[config.mk]
export PLATFORM = sky130hd
export DESIGN_NAME = instr_sequencer_flat
export DESIGN_NICKNAME = d
export VERILOG_FILES = /design/src/rtl/instr_sequencer_if.sv /design/src/rtl/instr_sequencer.sv /design/src/flat_wrapper.sv
export SDC_FILE = /design/constraint.sdc
export NUM_CORES = 1
export LEC_CHECK = 0
export CORE_AREA = 3 3 66 68
export DETAILED_ROUTE_END_ITERATION = 16
export DIE_AREA = 0 0 69 71
export PLACE_DENSITY_LB_ADDON = 0.1
export SLEW_MARGIN = 30
export SYNTH_ARGS = -nofsm -noshare
export SYNTH_HDL_FRONTEND = slang
export SYNTH_SLANG_ARGS = --single-unit
[constraint.sdc]
create_clock -name clk -period 2 [get_ports clk]
set_input_delay 0.2 -clock clk [delete_from_list [all_inputs] [get_ports clk]]
set_output_delay 0.2 -clock clk [all_outputs]
set_load 0.02 [all_outputs]
[src/rtl/instr_sequencer_if.sv]
// Bus bundle between the instruction sequencer and its memory / execution-unit partners.
// master = sequencer side, slave = memory, decoder and execution-unit side.
interface instr_sequencer_if #(
  parameter int unsigned CNT_W = 16
);
  logic             run;
  logic [15:0]      instr_in;
  logic             mem_rdy;
  logic             alu_done;
  logic             mov_done;
  logic             ldsr_done;
  logic             IF;
  logic [15:0]      IR;
  logic [3:0]       opCode;
  logic             ALUstr;
  logic             MOVstr;
  logic             LDSRstr;
  logic             pc_inc;
  logic             halted;
  logic             illegal;
  logic             fault;
  logic [CNT_W-1:0] retired;

  modport master (
    input  run, instr_in, mem_rdy, alu_done, mov_done, ldsr_done,
    output IF, IR, opCode, ALUstr, MOVstr, LDSRstr, pc_inc, halted, illegal, fault, retired
  );

  modport slave (
    output run, instr_in, mem_rdy, alu_done, mov_done, ldsr_done,
    input  IF, IR, opCode, ALUstr, MOVstr, LDSRstr, pc_inc, halted, illegal, fault, retired
  );
endinterface

[src/rtl/instr_sequencer.sv]
// Instruction-cycle controller: FETCH -> DECODE -> EXEC -> WAIT -> NEXT for each 16-bit word.
// Optional WAIT timeout with a sticky fault flag is compiled in when SEQ_TIMEOUT_EN is defined.
module instr_sequencer #(
  parameter int unsigned CNT_W        = 16,
  parameter int unsigned DONE_TIMEOUT = 255
) (
  input  logic              clk,
  input  logic              reset,
  instr_sequencer_if.master bus
);

  localparam logic [2:0] S_IDLE   = 3'd0;
  localparam logic [2:0] S_FETCH  = 3'd1;
  localparam logic [2:0] S_DECODE = 3'd2;
  localparam logic [2:0] S_EXEC   = 3'd3;
  localparam logic [2:0] S_WAIT   = 3'd4;
  localparam logic [2:0] S_NEXT   = 3'd5;
  localparam logic [2:0] S_HALT   = 3'd6;

  logic [2:0]       state_q, state_d;
  logic [15:0]      ir_q, ir_d;
  logic             illegal_q, illegal_d;
  logic [CNT_W-1:0] retired_q, retired_d;

  logic [3:0] op;
  logic       is_nop, is_alu, is_mov, is_ldsr, is_halt;
  logic       unit_done;
  logic       timeout_hit;

  assign op      = ir_q[15:12];
  assign is_nop  = (op == 4'd0);
  assign is_alu  = (op != 4'd0) && (op <= 4'd7);
  assign is_mov  = (op == 4'd8);
  assign is_ldsr = (op == 4'd9);
  assign is_halt = (op == 4'd15);

  // Only the done of the unit that was started counts; others are ignored.
  assign unit_done = (is_alu  & bus.alu_done) |
                     (is_mov  & bus.mov_done) |
                     (is_ldsr & bus.ldsr_done);

  always_comb begin
    state_d   = state_q;
    ir_d      = ir_q;
    illegal_d = illegal_q;
    retired_d = retired_q;
    case (state_q)
      S_IDLE: begin
        if (bus.run) state_d = S_FETCH;
      end
      S_FETCH: begin
        if (bus.mem_rdy) begin
          ir_d    = bus.instr_in;
          state_d = S_DECODE;
        end
      end
      S_DECODE: begin
        if (is_nop) begin
          state_d = S_NEXT;
        end else if (is_alu || is_mov || is_ldsr) begin
          state_d = S_EXEC;
        end else begin
          state_d = S_HALT;
          if (!is_halt) illegal_d = 1'b1;
        end
      end
      S_EXEC: begin
        state_d = S_WAIT;
      end
      S_WAIT: begin
        if (unit_done)        state_d = S_NEXT;
        else if (timeout_hit) state_d = S_HALT;
      end
      S_NEXT: begin
        retired_d = retired_q + CNT_W'(1);
        state_d   = bus.run ? S_FETCH : S_IDLE;
      end
      S_HALT: begin
        state_d = S_HALT;
      end
      default: begin
        state_d = S_IDLE;
      end
    endcase
  end

  always_ff @(posedge clk) begin
    if (reset) begin
      state_q   <= S_IDLE;
      ir_q      <= '0;
      illegal_q <= 1'b0;
      retired_q <= '0;
    end else begin
      state_q   <= state_d;
      ir_q      <= ir_d;
      illegal_q <= illegal_d;
      retired_q <= retired_d;
    end
  end

`ifdef SEQ_TIMEOUT_EN
  // Counter holds 0..DONE_TIMEOUT-1; it is cleared in EXEC so it reads 0 on the first WAIT cycle.
  localparam int unsigned TO_W = (DONE_TIMEOUT > 1) ? $clog2(DONE_TIMEOUT) : 1;

  logic [TO_W-1:0] wait_cnt_q, wait_cnt_d;
  logic            fault_q;

  always_comb begin
    wait_cnt_d = wait_cnt_q;
    if (state_q == S_EXEC)      wait_cnt_d = '0;
    else if (state_q == S_WAIT) wait_cnt_d = wait_cnt_q + TO_W'(1);
  end

  assign timeout_hit = (state_q == S_WAIT) && !unit_done &&
                       (wait_cnt_q == TO_W'(DONE_TIMEOUT - 1));

  always_ff @(posedge clk) begin
    if (reset) begin
      wait_cnt_q <= '0;
      fault_q    <= 1'b0;
    end else begin
      wait_cnt_q <= wait_cnt_d;
      if (timeout_hit) fault_q <= 1'b1;
    end
  end

  assign bus.fault = fault_q;
`else
  logic unused_timeout;

  assign timeout_hit    = 1'b0;
  assign unused_timeout = ^DONE_TIMEOUT;
  assign bus.fault      = 1'b0;
`endif

  // Strobes and status decode straight from the registered state, so reset clears them next cycle.
  assign bus.IF      = (state_q == S_FETCH);
  assign bus.IR      = ir_q;
  assign bus.opCode  = op;
  assign bus.ALUstr  = (state_q == S_EXEC) && is_alu;
  assign bus.MOVstr  = (state_q == S_EXEC) && is_mov;
  assign bus.LDSRstr = (state_q == S_EXEC) && is_ldsr;
  assign bus.pc_inc  = (state_q == S_NEXT);
  assign bus.halted  = (state_q == S_HALT);
  assign bus.illegal = illegal_q;
  assign bus.retired = retired_q;

endmodule

[src/flat_wrapper.sv]
// flat-port wrapper written by rule: the top's interface ports become plain ports
module instr_sequencer_flat 
#(
  parameter int unsigned CNT_W        = 16,
  parameter int unsigned DONE_TIMEOUT = 255
)
  (clk, reset, bus_run, bus_instr_in, bus_mem_rdy, bus_alu_done, bus_mov_done, bus_ldsr_done, bus_IF, bus_IR, bus_opCode, bus_ALUstr, bus_MOVstr, bus_LDSRstr, bus_pc_inc, bus_halted, bus_illegal, bus_fault, bus_retired);
  instr_sequencer_if #(.CNT_W(CNT_W)) bus_i ();
  input  logic clk;
  input  logic reset;
  input wire logic [$bits(bus_i.run)-1:0] bus_run;
  input wire logic [$bits(bus_i.instr_in)-1:0] bus_instr_in;
  input wire logic [$bits(bus_i.mem_rdy)-1:0] bus_mem_rdy;
  input wire logic [$bits(bus_i.alu_done)-1:0] bus_alu_done;
  input wire logic [$bits(bus_i.mov_done)-1:0] bus_mov_done;
  input wire logic [$bits(bus_i.ldsr_done)-1:0] bus_ldsr_done;
  output wire logic [$bits(bus_i.IF)-1:0] bus_IF;
  output wire logic [$bits(bus_i.IR)-1:0] bus_IR;
  output wire logic [$bits(bus_i.opCode)-1:0] bus_opCode;
  output wire logic [$bits(bus_i.ALUstr)-1:0] bus_ALUstr;
  output wire logic [$bits(bus_i.MOVstr)-1:0] bus_MOVstr;
  output wire logic [$bits(bus_i.LDSRstr)-1:0] bus_LDSRstr;
  output wire logic [$bits(bus_i.pc_inc)-1:0] bus_pc_inc;
  output wire logic [$bits(bus_i.halted)-1:0] bus_halted;
  output wire logic [$bits(bus_i.illegal)-1:0] bus_illegal;
  output wire logic [$bits(bus_i.fault)-1:0] bus_fault;
  output wire logic [$bits(bus_i.retired)-1:0] bus_retired;
  assign bus_i.run = bus_run;
  assign bus_i.instr_in = bus_instr_in;
  assign bus_i.mem_rdy = bus_mem_rdy;
  assign bus_i.alu_done = bus_alu_done;
  assign bus_i.mov_done = bus_mov_done;
  assign bus_i.ldsr_done = bus_ldsr_done;
  assign bus_IF = bus_i.IF;
  assign bus_IR = bus_i.IR;
  assign bus_opCode = bus_i.opCode;
  assign bus_ALUstr = bus_i.ALUstr;
  assign bus_MOVstr = bus_i.MOVstr;
  assign bus_LDSRstr = bus_i.LDSRstr;
  assign bus_pc_inc = bus_i.pc_inc;
  assign bus_halted = bus_i.halted;
  assign bus_illegal = bus_i.illegal;
  assign bus_fault = bus_i.fault;
  assign bus_retired = bus_i.retired;
  instr_sequencer #(.CNT_W(CNT_W), .DONE_TIMEOUT(DONE_TIMEOUT)) u_core (.clk(clk), .reset(reset), .bus(bus_i));
endmodule
### After elaboration in Yosys (flattened, before gate mapping)

Index checks and enable logic that the tools add are counted.

* bits in registers: 36
* input bits: 23
* output and inout bits: 44
* word-level logic and storage cells: 45

* add/subtract/negate cells: 1
* order comparisons: 1
* equality and inequality tests: 12
* muxes and demuxes: 7
* bitwise gates (word level): 8
* reductions and logical operators: 12

Operators by type and width (count)
* one-hot mux 3 bit (7 select lines): 1
* adder 16 x 1 -> 16 bit (second input constant): 1
* two-way mux 3 bit: 5
* equality test 4 bit (second input constant): 3
* equality test 3 bit (second input constant): 3
* equality test 3 x 2 -> 1 bit (second input constant): 2
* less-or-equal comparator 4 x 3 -> 1 bit (second input constant): 1
* logical AND 1 bit: 4
* logical NOT 4 bit: 1
* inequality test 2 bit (second input constant): 2
* AND reduction 4 bit: 1
* nonzero test 4 bit: 1
* AND 1 bit: 3
* equality test 3 x 1 -> 1 bit (second input constant): 1
* logical NOT 3 bit: 1
* NOT 1 bit: 3
* AND reduction 3 bit: 1
* logical OR 1 bit: 2
* inequality test 2 x 1 -> 1 bit (second input constant): 1
* bitwise OR 1 bit: 2
* AND reduction 2 bit: 1
* two-way mux 1 bit: 1

### Longest topological paths before layout

* depth in word-level cells: 7
* gate-level depth with buffers: 9
* depth with buffers taken out: 6

### Least setup slack after synthesis

No wires, ideal clock.

* path kind: register -> register
* start: register u_core.retired_q[3], in the netlist u_core.bus.retired[3]
* end: register u_core.retired_q[14], in the netlist u_core.bus.retired[14]
* setup time: 0.070 ns
* data arrival time: 1.723 ns
* required time: 1.930 ns
* setup slack: 0.207 ns
* cell stages (with the launch flop): 5
* buffers on the path: 0
* clock period less this slack: 1.793 ns
* cells stage by stage: dfxtp_1 nand3_1 or4_4 or3_1 a21oi_1

* longest elaborated chain between the ends: 1

RTL lines
* start: declaration: line instr_sequencer.sv:23 `logic [CNT_W-1:0] retired_q, retired_d;`
* start signal: assignment: line instr_sequencer.sv:97 `retired_q <= retired_d;`
* adder 16 x 1 -> 16 bit: line instr_sequencer.sv:75 `retired_d = retired_q + CNT_W'(1);`

No other way between the ends.
A chain may end at the register's enable or synchronous reset.

### Final worst setup path

* start: register u_core.state_q[2]
* end: output bus_pc_inc

* longest elaborated chain between the ends: 1

RTL lines
* start: declaration: line instr_sequencer.sv:20 `logic [2:0] state_q, state_d;`
* start signal: assignment: line instr_sequencer.sv:94 `state_q <= state_d;`
* equality test 3 bit: line instr_sequencer.sv:143 `assign bus.pc_inc = (state_q == S_NEXT);`
* end: declaration: line flat_wrapper.sv:23 `output wire logic [$bits(bus_i.pc_inc)-1:0] bus_pc_inc;`

No other way between the ends.

==> metrics.md <==
| Metric | Value |
|---|---|
| Outcome | finished clean |
| Final period util | 0.943 |
| Largest family of logic cells by synthesized area | simple AND/OR/NAND/NOR gates |
| Final HPWL DP | 2.91 mm |
| CTS clk-pin slew, worst paths | 70 ps |
| Multiplexer area fraction after synthesis | 0.00621 |
| Post-synth EDFFs | 0 |
| Share of cells above drive strength 1 | 0.0909 |
| Root buf cell | clkbuf_8 |
| Port Buffers | 65 |
| Met3 Use GR | 0.0611 |
| Worst hold start | u_core.bus.IR[5]$_SDFFE_PP0P_ |
| # clock sinks | 36 |
| First-pass GRT wire length | 6.88 mm |
| Clock Tree Buf Depth | 2 |
| Hold path depth | 2 |
| Via/cell ratio | 4.96 |
| FF+latch area | 722 sq um |
| Setup CP Type | reg -> out |
| Post-Synth Adder-Cell Area | 0.00776 |
| WL/cell | 12.0 microns |
| Vias in the first global route | 1519 |
| GRT met2 Usage | 0.273 |
| Worst setup EP type | output port |
| Commonest cells in the netlist | nand2_1 (45), dfxtp_1 (36), a21oi_1 (27) |
| Met1 track demand over resource | 0.215 |
| Filler Cells Inserted | 368 |
| Final Instance Area | 2440 sq um |
| Syn avg cell area | 7.98 sq um |
| Max Cap Viol | 0 |
| TritonRoute pass-1 iters | 4 |
| Worst R2R Start | u_core.bus.retired[1]$_SDFFE_PP0P_ |
| Initial Util | 0.412 |
| Async S/R FF share, synth | 0 |
| Min Tclk post-route | 1890 ps |
| Syn Nets | 226 |
| Clock insertion delay at the later pin of the skew report | 280 ps |
| Flop pwr share | 0.440 |
| Grt peak-use layer | met2 |
| Crit path max fanout | 9 |
| DR vias | 1613 |
| Die area | 4900 sq um |
| Hold EP | u_core.bus.IR[5]$_SDFFE_PP0P_ |
| Top-area cell type share of the netlist area | 0.447 |
| Post-synthesis compound-gate area fraction | 0.142 |
| Worst hold path type | reg -> reg |
| Critical Path Start Type | flip-flop |
| Max IR drop VDD | 397 uV |
| Switching Fraction | 0.299 |
| Yosys warning count | 0 |
| Area of the multi-input gates | 785 sq um |
| Hold buffers post-CTS | 0 |
| Setup bufs post-CTS | 0 |
| Worst Skew | 2.43 ps |
| Final Setup Violations | 0 |
| Post-synthesis cell area | 1610 sq um |
| Int Pwr | 1.30 mW |
| Post-synthesis simple-gate area fraction | 0.280 |
| Clk pwr share | 0.280 |
| Pwr/cell area | 760 nW/um^2 |
| R2R setup slack | 250 ps |
| CTS Buf Count | 5 |
| Slew Viols, Final | 0 |
| Chip height | 71 microns |
| Initial antenna violation count | 0 |
| Total Wirelength | 3.91 mm |
| DRT antenna net count | 0 |
| Layout area overhead | 51.2% |
| Fmax | 530 MHz |
| Top-count cell post-synth | nand2_1 |
| Post-Synth XOR/XNOR Area | 0.0489 |
| Synthesized flop and latch total | 36 |
| Ports | 67 |
| Remaining Overflow, GRT | 0 |
| CTS H-tree depth | 2 |
| DR iter-0 viols | 87 |
| Main synth FF type | dfxtp_1 |
| Largest area contributor in the netlist | dfxtp_1 |
| Leakage | 0.897 nW |
| Setup TNS | 0 ps |
| Final hold violations | 0 |
| GRT Overall Usage | 0.171 |
| Global placer's final weighted congestion | 0.836 |
| Switching power | 0.554 mW |
| WP data arrival | 1690 ps |
| Row count | 23 |
| Worst Path Required | 1800 ps |
| Synth Instances | 202 |
| CORE AREA | 3910 sq um |
| CTS tree | yes |
| Post-DP Area | 2350 sq um |
| Netlist cell types | 34 |
| DR DRC count | 0 |
| Synth area leaders | dfxtp_1 (45%), nand2_1 (10%), a21oi_1 (8.4%), buf_4 (3.7%), nor2_1 (3.3%) |
| Final nets | 298 |
| Unrepaired setup endpoints after global routing | no |
| Largest net degree at the start of global routing | 26 |
| Ant. Diodes | 0 |
| Comb pwr share | 0.280 |
| Worst R2R End | u_core.bus.retired[12]$_SDFFE_PP0P_ |
| Part of the Yosys area used for sequential elements | 0.447 |
| Die width | 69 microns |
| Worst Reg-to-Reg Cells | 5 |
==> registers in the layout (all words and copies together), names as in the netlist <==
name,cells
u_core.bus.IR,16
u_core.bus.illegal,1
u_core.bus.retired,16
u_core.state_q,3
==> routing by layer <==
metal	share of wire	wire [microns]	vias to the layer above
li1	-	-	828
met1	0.45	1740	725
met2	0.47	1830	53
met3	0.073	284	7
met4	0.015	58	0
met5	0	0	-
==> power groups by stage <==
stage               registers [mW]  clock network (mW)  logic [mW]
floorplan                    0.865                   0       0.265
global placement             0.828                   0       0.524
detailed placement           0.829                   0       0.524
CTS                          0.813               0.542       0.520
global route                 0.823               0.574       0.566
finish                       0.813               0.518       0.519
==> worst max-delay path, cell delays in order, from the launching register on <==
cell and delay (ps):
dfxtp_2 420, nand3b_4 130, buf_4 170, inv_1 70, clkdlybuf4s50_1 610
==> layout by cell type, fill, tap and decap left out, types with 2 or more instances in the layout <==
cell	synthesis	routed
clkdlybuf4s50_1	0	61
and3_1	3	3
clkbuf_8	0	6
xnor2_1	6	6
nor2_1	14	14
nand3_1	7	7
dlygate4sd2_1	0	4
dfxtp_1	36	35
a21oi_1	27	27
nor4_1	4	4
nand4_1	3	3
buf_4	8	15
or3_1	8	8
clkbuf_1	5	2
or4_4	2	2
o31ai_1	2	2
xor2_1	3	3
o21ai_0	6	6
inv_1	5	5
nand2_1	45	45
nor3_1	2	2
==> logic make-up (layout without fill, tap and decap cells) <==
kind of cell               Yosys count  count (layout)
and+or+nand+nor                     93              93
AOI/OAI and AO/OA                   41              41
DFF                                 36              36
buffers and inverters               20              93
xor gates and xnor gates             9               9
adders and majority gates            1               1
other                                1               1
muxes                                1               1
==> through the flow <==
step	hold slack [ps]	power, mW	std cells	setup slack, ps	utilization
CTS	451	1.88	325	2.72	0.622
finish	453	1.85	325	113	0.622
detailed placement	448	1.35	317	133	0.600
global placement	443	1.35	317	164	0.600
floorplan	318	1.13	202	207	-
global route	465	1.96	325	3.54	0.622
==> layout make-up <==
type	count	area share
clock buffers	8	0.0370
multi-input cells	146	0.322
well taps	50	0.0257
repair buffers	80	0.311
inverters	5	0.00770
flip-flops and latches	36	0.296
==> what timing repair did <==
item	4_1_cts	5_1_grt
setup endpoints to repair	4	2
cloned	0	0
resized for setup	4	1
==> worst max-delay path by stage <==
stage / from / end / slack (ps)
after global placement: u_core.state_q[2]$_SDFFE_PP0P_ / bus_LDSRstr / 160
after floorplan: u_core.bus.retired[3]$_SDFFE_PP0P_ / u_core.bus.retired[14]$_SDFFE_PP0P_ / 210
after CTS: u_core.state_q[2]$_SDFFE_PP0P_ / bus_pc_inc / 3
after global routing: u_core.state_q[0]$_SDFFE_PP0P_ / bus_pc_inc / 4
after detailed placement: u_core.state_q[2]$_SDFFE_PP0P_ / bus_LDSRstr / 130
final: u_core.state_q[2]$_SDFFE_PP0P_ / bus_pc_inc / 110
Note: power is estimated with default switching activity, not from simulation.
